--- src/rtl/twiddle_mul_64.sv ---
// Complex sample x twiddle multiplier with a registered twiddle ROM address generator.
// Optional macro TW_MUL_SAT_EN: saturate out-of-range results instead of wrapping.
module twiddle_mul_64 #(
  parameter  int DATA_W    = 13,
  parameter  int TW_W      = 9,
  parameter  int FRAME_LEN = 64,
  localparam int ADDR_W    = $clog2(FRAME_LEN)
) (
  input  logic                     clk,
  input  logic                     rst,
  input  logic                     in_valid,
  input  logic                     in_sof,
  input  logic signed [DATA_W-1:0] in_re,
  input  logic signed [DATA_W-1:0] in_im,
  output logic        [ADDR_W-1:0] tw_addr,
  input  logic signed [TW_W-1:0]   tw_re,
  input  logic signed [TW_W-1:0]   tw_im,
  output logic                     out_valid,
  output logic                     out_sof,
  output logic                     out_eof,
  output logic signed [DATA_W-1:0] out_re,
  output logic signed [DATA_W-1:0] out_im,
  output logic                     ovf
);

  localparam int PW = DATA_W + TW_W;   // product width
  localparam int SW = PW + 1;          // sum width
  localparam int SH = TW_W - 2;        // Q-format shift
  localparam int RW = SW - SH;         // rounded width
  localparam logic [ADDR_W-1:0] ADDR_LAST = ADDR_W'(FRAME_LEN - 1);
  localparam logic signed [SW-1:0] RND = {{(SW-1){1'b0}}, 1'b1} << (TW_W - 3);

  logic        [ADDR_W-1:0] r_idx;
  logic                     r_s1_valid, r_s1_sof, r_s1_eof;
  logic signed [DATA_W-1:0] r_s1_re, r_s1_im;
  logic                     r_s2_valid, r_s2_sof, r_s2_eof;
  logic signed [PW-1:0]     r_p_rr, r_p_ii, r_p_ri, r_p_ir;

  logic signed [PW-1:0]     w_s1_re_x, w_s1_im_x, w_tw_re_x, w_tw_im_x;
  logic signed [SW-1:0]     w_re_rnd, w_im_rnd;
  logic signed [RW-1:0]     w_re_r, w_im_r;
  logic                     w_re_ovf, w_im_ovf;
  logic signed [DATA_W-1:0] w_re_out, w_im_out;
  logic                     w_unused;

  // A start-of-frame sample always takes address 0, restarting the frame mid-way if needed.
  assign tw_addr = (in_valid && in_sof) ? '0 : r_idx;

  always_ff @(posedge clk) begin
    if (rst) begin
      r_idx      <= '0;
      r_s1_valid <= 1'b0;
      r_s2_valid <= 1'b0;
    end else begin
      r_s1_valid <= in_valid;
      r_s2_valid <= r_s1_valid;
      if (in_valid)
        r_idx <= (tw_addr == ADDR_LAST) ? '0 : tw_addr + ADDR_W'(1);
    end
  end

  assign w_s1_re_x = PW'(r_s1_re);
  assign w_s1_im_x = PW'(r_s1_im);
  assign w_tw_re_x = PW'(tw_re);
  assign w_tw_im_x = PW'(tw_im);

  // Stage 1 lines data up with the registered ROM output; stage 2 holds the products.
  always_ff @(posedge clk) begin
    r_s1_re  <= in_re;
    r_s1_im  <= in_im;
    r_s1_sof <= (tw_addr == '0);
    r_s1_eof <= (tw_addr == ADDR_LAST);
    r_s2_sof <= r_s1_sof;
    r_s2_eof <= r_s1_eof;
    r_p_rr   <= w_s1_re_x * w_tw_re_x;
    r_p_ii   <= w_s1_im_x * w_tw_im_x;
    r_p_ri   <= w_s1_re_x * w_tw_im_x;
    r_p_ir   <= w_s1_im_x * w_tw_re_x;
  end

  assign w_re_rnd = SW'(r_p_rr) - SW'(r_p_ii) + RND;
  assign w_im_rnd = SW'(r_p_ri) + SW'(r_p_ir) + RND;
  // Taking the upper slice is the arithmetic right shift by SH.
  assign w_re_r   = w_re_rnd[SW-1:SH];
  assign w_im_r   = w_im_rnd[SW-1:SH];
  assign w_unused = ^{w_re_rnd[SH-1:0], w_im_rnd[SH-1:0]};

  always_comb begin
    w_re_ovf = !((&w_re_r[RW-1:DATA_W-1]) || !(|w_re_r[RW-1:DATA_W-1]));
    w_im_ovf = !((&w_im_r[RW-1:DATA_W-1]) || !(|w_im_r[RW-1:DATA_W-1]));
    w_re_out = w_re_r[DATA_W-1:0];
    w_im_out = w_im_r[DATA_W-1:0];
`ifdef TW_MUL_SAT_EN
    if (w_re_ovf)
      w_re_out = w_re_r[RW-1] ? {1'b1, {(DATA_W-1){1'b0}}} : {1'b0, {(DATA_W-1){1'b1}}};
    if (w_im_ovf)
      w_im_out = w_im_r[RW-1] ? {1'b1, {(DATA_W-1){1'b0}}} : {1'b0, {(DATA_W-1){1'b1}}};
`endif
  end

  always_ff @(posedge clk) begin
    if (rst) begin
      out_valid <= 1'b0;
      out_sof   <= 1'b0;
      out_eof   <= 1'b0;
      out_re    <= '0;
      out_im    <= '0;
      ovf       <= 1'b0;
    end else begin
      out_valid <= r_s2_valid;
      out_sof   <= r_s2_valid & r_s2_sof;
      out_eof   <= r_s2_valid & r_s2_eof;
      if (r_s2_valid) begin
        out_re <= w_re_out;
        out_im <= w_im_out;
        if (w_re_ovf || w_im_ovf)
          ovf <= 1'b1;
      end
    end
  end

endmodule

--- config.mk ---
export PLATFORM = sky130hd
export DESIGN_NAME = twiddle_mul_64
export DESIGN_NICKNAME = d
export VERILOG_FILES = /design/src/rtl/twiddle_mul_64.sv
export SDC_FILE = /design/constraint.sdc
export NUM_CORES = 1
export LEC_CHECK = 0
export BUFFER_PORTS_ARGS = -buffer_cell sky130_fd_sc_hd__buf_2
export CORE_MARGIN = 2
export CORE_UTILIZATION = 60
export DETAILED_ROUTE_END_ITERATION = 6
export PLACE_DENSITY = 0.78
export SYNTH_ARGS = -nofsm -noshare
export SYNTH_HDL_FRONTEND = slang
export SYNTH_SLANG_ARGS = --single-unit
--- constraint.sdc ---
create_clock -name clk -period 8 [get_ports clk]
set_input_delay 0.8 -clock clk [delete_from_list [all_inputs] [get_ports clk]]
set_output_delay 0.8 -clock clk [all_outputs]
set_load 0.03 [all_outputs]
Word level (Yosys, flattened, before mapping):

Index checks and enable logic that the tools add are counted.

* add/sub/neg operators: 5
* bitwise logic cells: 2
* equal/unequal tests: 1
* muxes and demuxes: 2
* multipliers: 4
* reduce and logical (&&, ||, !) cells: 14

Operators by type and width (count)
* multiplier 13 x 9 -> 22 bit: 4
* adder 23 x 8 -> 23 bit, second input constant: 2
* adder 22 x 22 -> 23 bit: 1
* subtractor 22 x 22 -> 23 bit: 1
* 2-to-1 mux 6 bit: 2
* AND reduction 4 bit: 2
* OR reduction 4 bit: 2
* adder 6 x 1 -> 6 bit, second input constant: 1
* == test 6 bit, second input constant: 1
* zero test 6 bit: 1
* zero test 1 bit: 4
* logical OR 1 bit: 3
* bitwise AND 1 bit: 2
* AND reduction 2 bit: 1
* logical AND 1 bit: 1

* output and inout port bits: 36
* bits in registers: 156
* input bits: 48
* word-level logic and storage cells: 47

Longest topological paths before layout:

* depth after elaboration: 8
* depth in mapped cells: 22
* mapped depth without buffers: 20

Worst setup path before layout:

OpenSTA, ideal clock, no wires.

* kind: in2reg
* start point: input tw_im[0]
* end point: register r_p_ri[21]
* arrival: 5.677 ns
* required time: 7.873 ns
* setup time: 0.127 ns
* stages on the path: 20
* slack: 2.195 ns
* path buffers: 2
* cells stage by stage: clkbuf_1 > clkbuf_1 > nand2_1 > fa_1 > inv_1 > fa_1 > ha_1 > fa_1 > ha_1 > ha_1 > fa_1 > a21o_1 > a21oi_1 > o21bai_1 > a211o_1 > nand3_1 > and4_1 > nor3_1 > o211ai_1 > or3b_1

* word-level cells in the longest chain between the ends: 1

RTL lines
* start, declared: RTL line 17 `input logic signed [TW_W-1:0] tw_im,`
* multiplier 13 x 9 -> 22 bit: RTL line 77 `r_p_ri <= w_s1_re_x * w_tw_im_x;`
* end signal, assigned: RTL line 77
* end, declared: RTL line 37 `logic signed [PW-1:0] r_p_rr, r_p_ii, r_p_ri, r_p_ir;`

No other way between the ends.
A chain may end at the register's enable or synchronous reset.

Worst setup path in the final report:

* start point: register r_s1_re[5]
* end point: register r_p_ri[21]

* word-level cells in the longest chain between the ends: 1

RTL lines
* start, declared: RTL line 35 `logic signed [DATA_W-1:0] r_s1_re, r_s1_im;`
* start signal, assigned: RTL line 69 `r_s1_re <= in_re;`
* multiplier 13 x 9 -> 22 bit: RTL line 77

No other way between the ends.

==> reports/qor.csv <==
stage,metric,value,unit
timing,timing.final.crit_share,0.745,
yosys,synth_cell_types,65,
critical_path,critPathMaxFanout,18,
placement,port_buffers,83,
cts,postCtsSetupRepairBufs,0,
timing,setup_violations,0,
route,wire_per_inst,17.1,µm
final_layout,final_cells,2816,
timing,slew_headroom,0.325,
timing,final.setup.tns,0,ns
grt,grt_pass1_vias,16800,
yosys,ys.warnings.count,0,
flow_run,maxCapViolations,0,
final_layout,area_delta_synth_final,5.96,%
timing,clock.fmax,168,MHz
pwr,ir_drop,0.268,mV
timing,drv_slew,0,
placement,gp_congestion,0.818,
cts,clock_latency,0.46,ns
pwr,switching_share,0.488,
route,num_vias,15900,
floorplan,ios,84,
final_layout,final_util,0.643,
critical_path,crit_type,reg -> reg,
pwr,switching_power,4.95,mW
critical_path,worst_setup_path_end_kind,register,
route,drtIter0Drc,1045,
floorplan,fp.dieH,196,µm
timing,timing.final.crit_period,5.96,ns
timing,worst_pin_slew,1.01,ns
yosys,synth_edf_count,0,
yosys,synth_area,22100,µm²
grt,antenna_found_initial,1,
floorplan,fp.dieW,196,µm
worst_hold_path,holdPathStages,0,
pwr,p_int,5.20,mW
final_layout,nNetsFinal,3043,
outcome,status,"finished, final reports clean",
cts,holdBufCountCts,0,
route,avgViaCountPerCell,5.65,
yosys,ys_async_sr_fraction,0,
grt,grtUsageTotal,0.269,
critical_path,reg2regPathDepth,18,
pwr,p_per_area,433,nW/µm²
cts,ctsHtreeMaxLevel,4,
cts,cts_root_buf,clkbuf_16,
pwr,p_leak,12.1,nW
yosys,synth_nets,3020,
grt,grt_max_degree,36,
cts,cts_buffer_depth,2,
route,firstDrtPassIters,6,
critical_path,regToRegEndpoint,r_p_ri[21],
final_layout,layout-drive-gt1-share,0.0618,
yosys,synth_seq_area_share,0.141,
route,ant_nets,0,
route,wl,48200,µm
route,drc,0,
cts,cts.sinks,156,
grt,grt_overflow,0,
yosys,post-synth-top-area-fraction,0.355,
floorplan,initial_utilization,0.607,
worst_hold_path,worstHoldStart,r_s1_eof,
cts,cts_resized,0,
critical_path,worstPathRequired,8.35,ns
worst_hold_path,hp-class,reg -> reg,
critical_path,reg2reg_slack,2.04,ns
critical_path,r2r_start,r_s1_re[5],
critical_path,crit_arrival,6.31,ns
timing,grt_setup_unrepaired,no,
cts,cts_inserted_buffers,17,
placement,place_inst,2784,
yosys,syn_avg_cell_area,9.57,µm²
pwr,combPwrFrac,0.791,
cts,cts_tree,done,
worst_hold_path,hold_end,r_s2_eof,
yosys,synth-seq-cells,156,
timing,fin_skew,0.0135,ns
timing,finalHoldViolCount,0,
yosys,syn_inst,2312,
floorplan,core,36400,µm²
yosys,ys.flop_type,dfxtp_1,
critical_path,setup.worst_path.start_class,register,
grt,grt_pass1_wl,81700,µm
cts,clkTransAtPathRegs,0.07,ns
pwr,seqPwrFrac,0.126,
yosys,yosysTopAreaCell,fa_1,
pwr,pwr-share-clk,0.083,
floorplan,die_area,38400,µm²
floorplan,rows,70,
yosys,synth_area_leaders,"fa_1 (35%), ha_1 (15%), dfxtp_1 (14%)",
placement,place_hpwl,36700,µm
## power by group through the flow
stage	Sequential [mW]	Combinational (mW)	Clock [mW]
floorplan	1.32	6.25	0
global placement	1.29	7.62	0
detailed placement	1.30	7.92	0
CTS	1.28	8.04	0.858
global route	1.30	9.12	0.894
finish	1.28	8.03	0.841
## Yosys cell counts, types with 8 or more instances
| cell | number |
|---|---|
| inv_1 | 381 |
| or2_2 | 10 |
| fa_1 | 392 |
| nand2_1 | 252 |
| o21ai_0 | 23 |
| nor3_1 | 27 |
| a31oi_1 | 14 |
| o21bai_1 | 12 |
| xnor2_1 | 79 |
| mux2i_1 | 20 |
| a211o_1 | 8 |
| nor2b_1 | 8 |
| nor2_1 | 98 |
| or3_1 | 10 |
| and2_1 | 223 |
| dfxtp_1 | 156 |
| clkbuf_1 | 84 |
| nand2b_1 | 15 |
| xor2_1 | 29 |
| a211oi_1 | 9 |
| and3_1 | 12 |
| a21oi_1 | 49 |
| ha_1 | 268 |
| o31ai_1 | 14 |
| a21o_1 | 15 |
| nand3_1 | 27 |
## area by class of cell
cell class                 instances  area [µm²]
multi-input combinational       1691       17300
inverter                         381        1430
fill                            2909       13000
antenna                            1        2.50
tap                              468         586
clock buffer                      18         439
clock inverter                    13         153
sequential                       156        3120
timing repair buffer              88         453
## flip-flops by register name, indices dropped and copies added (netlist names), 6 cells and up
register,flops
r_s1_re,13
r_idx,6
out_im,13
r_p_ri,22
r_s1_im,13
r_p_rr,22
r_p_ir,22
r_p_ii,22
out_re,13
## worst max path at each step
stage / startpoint / end / slack, ns / depth (start not counted)
finish: r_s1_re[5] / r_p_ri[21] / 2.04 / 18
CTS: r_s1_re[5] / r_p_ri[21] / 2.11 / 18
global route: r_s1_im[7] / r_p_ir[21] / 1.78 / 19
floorplan: tw_im[0] / r_p_ri[21] / 2.20 / 20
detailed placement: tw_im[0] / r_p_ri[21] / 1.77 / 19
global placement: tw_im[0] / r_p_ri[21] / 1.91 / 19
## per-layer routing
layer,track usage,routed length [µm],vias to the layer above,share of wire
met5,0,0,-,0
met4,0.108,1870,0,0.039
met3,0.0504,3520,99,0.073
met2,0.436,22500,619,0.47
met1,0.359,20300,7917,0.42
li1,-,-,7288,-
## metrics by stage
stage                     instance area [µm²]  power (mW)  setup slack, ns  hold slack, ns
after CTS                               23400        10.2             2.11           0.331
final                                   23400        10.2             2.04           0.329
after detailed placement                22800        9.22             1.77           0.315
after global placement                  22800        8.90             1.91           0.314
after global routing                    23400        11.3             1.78           0.339
after floorplan                         22100        7.57             2.20           0.310
## worst max-delay path, stage by stage, from the launching register on
cell	delay, ns
dfxtp_1	0.92
nand2_1	0.19
fa_1	0.58
inv_1	0.06
fa_1	0.46
ha_1	0.30
fa_1	0.44
ha_1	0.29
ha_1	0.23
fa_1	0.46
a21o_1	0.20
a21oi_1	0.26
o21bai_1	0.13
a211o_1	0.33
nand3_1	0.10
and4_1	0.25
nor3_1	0.11
o211ai_1	0.18
or3b_1	0.35
## cells by family (layout without fill, tap and decap cells)
kind of cell,after synthesis,count (layout),share of synthesized area
fa+ha+maj,660,660,0.506
other cells,0,1,0
mux,21,21,0.00967
simple gates,712,712,0.161
buf+inv,465,500,0.0789
flops,156,156,0.141
compound gates,190,190,0.0596
xor+xnor,108,108,0.0428
## cells in the final DEF, fill, tap and decap left out, types with 49 or more instances in the layout
cell type    n
and2_1     223
a21oi_1     49
nand2_1    252
dfxtp_1    155
xnor2_1     79
buf_2       83
inv_1      381
ha_1       268
fa_1       392
nor2_1      98
(Power assumes the default switching activity.)
